==> src/rtl/cnn_window_gen.sv <==
// cnn_window_gen: raster-order sliding-window generator feeding cnn_core.
// Keeps KY-1 line buffers and a KY x KX window register. For every
// stride-1, no-padding convolution position it emits one packed
// KX x KY x CI window, one clock after the pixel that completes it.
module cnn_window_gen #(
  parameter int CI     = 3,
  parameter int KX     = 3,
  parameter int KY     = 3,
  parameter int I_F_BW = 8,
  parameter int IMG_W  = 8,
  parameter int IMG_H  = 8
) (
  input  logic                         clk,
  input  logic                         reset_n,
  input  logic                         i_soft_reset,
  input  logic                         i_in_valid,
  input  logic [CI*I_F_BW-1:0]         i_in_pixel,
  output logic                         o_ot_valid,
  output logic [CI*KX*KY*I_F_BW-1:0]   o_ot_fmap,
  output logic                         o_frame_done
);

  localparam int PW = CI * I_F_BW;
  localparam int FW = PW * KX * KY;
  localparam int CW = (IMG_W > 1) ? $clog2(IMG_W) : 1;
  localparam int RW = (IMG_H > 1) ? $clog2(IMG_H) : 1;

  localparam logic [CW-1:0] COL_LAST  = CW'(IMG_W - 1);
  localparam logic [CW-1:0] COL_FIRST = CW'(KX - 1);
  localparam logic [RW-1:0] ROW_LAST  = RW'(IMG_H - 1);
  localparam logic [RW-1:0] ROW_FIRST = RW'(KY - 1);

  logic [CW-1:0] col;
  logic [RW-1:0] row;

  // line_buf[k][c] holds the pixel of row r-1-k at column c
  logic [PW-1:0] line_buf [KY-1][IMG_W];
  logic [PW-1:0] win      [KY][KX];
  logic [PW-1:0] win_nxt  [KY][KX];
  logic [FW-1:0] fmap_nxt;
  logic          accept;
  logic          pos_valid;
  logic          pos_last;

  // A soft reset drops any pixel presented in the same cycle
  assign accept    = i_in_valid & ~i_soft_reset;
  assign pos_valid = (row >= ROW_FIRST) && (col >= COL_FIRST);
  assign pos_last  = (row == ROW_LAST) && (col == COL_LAST);

  // Next window: shift left, fill the right column from the line buffers and the new pixel
  always_comb begin
    for (int unsigned ky = 0; ky < KY; ky++) begin
      for (int unsigned kx = 0; kx < KX; kx++) begin
        win_nxt[ky][kx] = '0;
      end
    end
    for (int unsigned ky = 0; ky < KY; ky++) begin
      for (int unsigned kx = 0; kx + 1 < KX; kx++) begin
        win_nxt[ky][kx] = win[ky][kx+1];
      end
    end
    for (int unsigned k = 0; k + 1 < KY; k++) begin
      win_nxt[KY-2-k][KX-1] = line_buf[k][col];
    end
    win_nxt[KY-1][KX-1] = i_in_pixel;
  end

  // Pack the next window in cnn_core order: channel-major, then ky, then kx
  always_comb begin
    fmap_nxt = '0;
    for (int unsigned ci = 0; ci < CI; ci++) begin
      for (int unsigned ky = 0; ky < KY; ky++) begin
        for (int unsigned kx = 0; kx < KX; kx++) begin
          fmap_nxt[((ci*KY + ky)*KX + kx)*I_F_BW +: I_F_BW] =
            win_nxt[ky][kx][ci*I_F_BW +: I_F_BW];
        end
      end
    end
  end

  // Data path: window shift and line-buffer cascade, no reset needed
  always_ff @(posedge clk) begin
    if (accept) begin
      win <= win_nxt;
      line_buf[0][col] <= i_in_pixel;
      for (int unsigned k = 1; k + 1 < KY; k++) begin
        line_buf[k][col] <= line_buf[k-1][col];
      end
    end
  end

  // Control: raster counters and registered outputs
  always_ff @(posedge clk or negedge reset_n) begin
    if (!reset_n) begin
      col          <= '0;
      row          <= '0;
      o_ot_valid   <= 1'b0;
      o_frame_done <= 1'b0;
      o_ot_fmap    <= '0;
    end else if (i_soft_reset) begin
      col          <= '0;
      row          <= '0;
      o_ot_valid   <= 1'b0;
      o_frame_done <= 1'b0;
      o_ot_fmap    <= '0;
    end else if (accept) begin
      o_ot_valid   <= pos_valid;
      o_frame_done <= pos_last;
      if (pos_valid) begin
        o_ot_fmap <= fmap_nxt;
      end
      if (col == COL_LAST) begin
        col <= '0;
        row <= (row == ROW_LAST) ? '0 : row + 1'b1;
      end else begin
        col <= col + 1'b1;
      end
    end else begin
      o_ot_valid   <= 1'b0;
      o_frame_done <= 1'b0;
    end
  end

endmodule

==> config.mk <==
export PLATFORM = sky130hd
export DESIGN_NAME = cnn_window_gen
export DESIGN_NICKNAME = d
export VERILOG_FILES = /design/src/rtl/cnn_window_gen.sv
export SDC_FILE = /design/constraint.sdc
export NUM_CORES = 1
export LEC_CHECK = 0
export ABC_AREA = 0
export BUFFER_PORTS_ARGS = -buffer_cell sky130_fd_sc_hd__buf_2
export CAP_MARGIN = 0
export CORE_AREA = 5 5 288 290
export DETAILED_ROUTE_END_ITERATION = 8
export DIE_AREA = 0 0 293 295
export SETUP_SLACK_MARGIN = 0.3
export SKIP_CTS_REPAIR_TIMING = 1
export SLEW_MARGIN = 5
export SYNTH_ARGS = -nofsm -noshare
export SYNTH_HDL_FRONTEND = slang
export SYNTH_SLANG_ARGS = --single-unit
==> constraint.sdc <==
create_clock -name clk -period 5.97 [get_ports clk]
set_input_delay 1.194 -clock clk [delete_from_list [all_inputs] [get_ports clk]]
set_output_delay 1.194 -clock clk [all_outputs]
set_load 0.02 [all_outputs]
==> metrics.cfg <==
[final_layout]
layout-drive-gt1-share=0.3329
postLayoutCellArea_um2=32240
nets=1645
diodes=0
final.fill_count=7158
areaGrowthSynthToFinish_pct=19.53

[sta]
fin_crit_ns=3.605
max_freq_mhz=277.4
worstMarginPinSlew_ns=1.231
hold-worst-slack_ns=0.4469
slew_violations=0
timing.final.ws_setup_ns=2.365
skew_ns=0.03689
hold_viol=0
finalCritPeriodShare=0.6038
setup_viol=0
rsz0062_at_grt=false
relSlewSlack=0.1776

[floorplanning]
top_level_ports=246
std_cell_rows=104
die_x_um=293
die_h_um=295
initial_core_util=0.3371
die_area_um2=86440
fp.coreArea_um2=80030

[placement]
dp_hpwl_mm=32.99
place_area_um2=29320
port_buffers=245
routabilityCongestion=0.6915
dp_slack_ns=1.844

[pwr]
combPwrFrac=0.041
cellLeakagePower_nw=12.62
power_density_nw_per_um2=358.4
p_seq_frac=0.502
switching_share=0.2151
power_mw=11.56
p_clk_frac=0.458
vdd_drop_max_mv=0.2320
p_int_mw=9.072
switchingPower_mw=2.486

[yosys]
synthArstFlopShare=0.2979
syn_avg_cell_area_um2=20.12
synth-main-ff-cell=edfxtp_1
ys_ff_latch=752
ys_seq_area_frac=0.7955
synth_area_um2=26980
yosysWarnings=0
synth_nets=1375
ys_types=30
synth-edff-count=528
synthCells=1341

[worst_setup_path]
path_max_fanout=64
cp.required_ns=6.52
cp.arrival_ns=4.16
critPathLaunchType=register
reg2reg_slack_ns=2.37
end_kind=register
worstSetupPathType=reg -> reg

[clock_tree]
root_buffer=clkbuf_16
tritoncts=built
cts.sinks=752
insertion_delay_ns=0.63
cts_buffer_depth=3
numCtsBuffers=83
clkSlewWorstSetupHoldPaths_ns=0.06
htree_levels=3

[detailed_routing]
first_pass_iters=4
routedWlPerCell_um=21.39
remaining_drc_errors=0
routed-via-count=13420
detail-route-antenna-nets=0
routed_wl_mm=58.65
drtIter0Drc=927
viasPerCell=4.894

[global_route]
antenna_found_initial=1
grt_max_degree=175
overflow=0
grt_pass1_wl_mm=89.65
track_usage=0.1340
grt_pass1_vias=14275

[run]
maxCapViolations=0

[run_status]
outcome=completed

[min_path]
min-delay-path-class=reg -> reg

==> cell usage after synthesis (3+ instances only) <==
library cell,count,area (µm²)
nand2_1,107,401.6
nand2_2,40,250.2
a21oi_1,4,20.02
mux2i_1,3,30.03
dfrtp_1,224,5605
buf_8,4,60.06
inv_1,3,11.26
clkbuf_1,13,48.80
buf_2,40,200.2
buf_6,16,180.2
buf_4,3,22.52
edfxtp_1,528,15860
buf_1,7,26.28
nor2_1,15,56.30
nor3_1,5,25.02
mux4_2,94,2117
ha_1,6,75.07
a22o_1,216,1892
==> cell type report <==
class | instances | area, µm² | area share
clock buffers | 114 | 2494 | 0.07733
well taps | 1060 | 1326 | 0.04113
clock inverters | 42 | 434.2 | 0.01346
multi-input cells | 503 | 5051 | 0.1566
flip-flops and latches | 752 | 21470 | 0.6658
repair buffers | 268 | 1459 | 0.04524
inverters | 3 | 11.26 | 0.0003492
==> stage by stage <==
stage	utilization	TNS, ns	cells
after floorplan	-	-2.946	1341
after global placement	0.3663	0	2586
after detailed placement	0.3663	0	2586
after CTS	0.4029	0	2742
after global routing	0.4029	0	2742
final	0.4029	0	2742
==> worst max-delay path: stages, from the launching register on <==
cell and delay [ns]:
dfrtp_4 0.94, ha_1 0.28, nor3_1 0.05, nor2_1 0.65, and2_4 0.62, buf_4 0.64
a22o_1 0.26
==> kinds of logic (layout without fill, tap and decap cells) <==
family,after synthesis,count (layout),share of synthesized area
adders and majority gates,6,6,0.002783
AOI/OAI and AO/OA,226,226,0.07259
muxes,99,99,0.08043
DFF,752,752,0.7955
and+or+nand+nor,172,172,0.02829
buffers and inverters,86,427,0.02036
==> per-layer routing <==
metal	GRT usage	part of all wire
met5	0	0
met2	0.2179	0.49
met4	0.03925	0.019
met3	0.02975	0.055
met1	0.1831	0.44
==> power by group through the flow <==
| stage | clock network, mW | logic (mW) | registers [mW] |
|---|---|---|---|
| floorplan | 0 | 0.303 | 5.88 |
| global placement | 0 | 0.478 | 5.90 |
| detailed placement | 0 | 0.491 | 5.91 |
| CTS | 5.44 | 0.492 | 5.80 |
| global route | 5.69 | 0.522 | 5.81 |
| finish | 5.29 | 0.470 | 5.80 |
==> state kept, by name, indices dropped and copies added (netlist names) <==
| signal | count |
|---|---|
| col | 3 |
| o_ot_fmap | 216 |
| line_buf | 384 |
| o_ot_valid | 1 |
| fmap_nxt | 144 |
| o_frame_done | 1 |
| row | 3 |
==> path summary, 6_finish.rpt <==
path,start,end,cells past startpoint
worst max-delay path,col[1]$_DFFE_PN0P_,o_ot_fmap[14]$_DFFE_PN0P_,6
worst min-delay path,fmap_nxt[83]$_DFFE_PP_,fmap_nxt[75]$_DFFE_PP_,0
worst max register to register,col[1]$_DFFE_PN0P_,o_ot_fmap[14]$_DFFE_PN0P_,6
worst min register to register,fmap_nxt[83]$_DFFE_PP_,fmap_nxt[75]$_DFFE_PP_,0
max in group asynchronous,reset_n,col[1]$_DFFE_PN0P_,2
min in group asynchronous,reset_n,o_ot_fmap[120]$_DFFE_PN0P_,1
==> cell usage in the layout (no fill, tap or decap), drive strengths merged, types with 3 or more instances in the layout <==
cell type	count
edfxtp	528
buf	268
dfrtp	224
a22o	216
nand2	147
clkbuf	114
mux4	94
clkinv	28
nor2	15
inv	10
ha	6
bufinv	5
a21oi	5
nor3	5
mux2i	3
No activity file was read; power rests on OpenSTA's default activity.
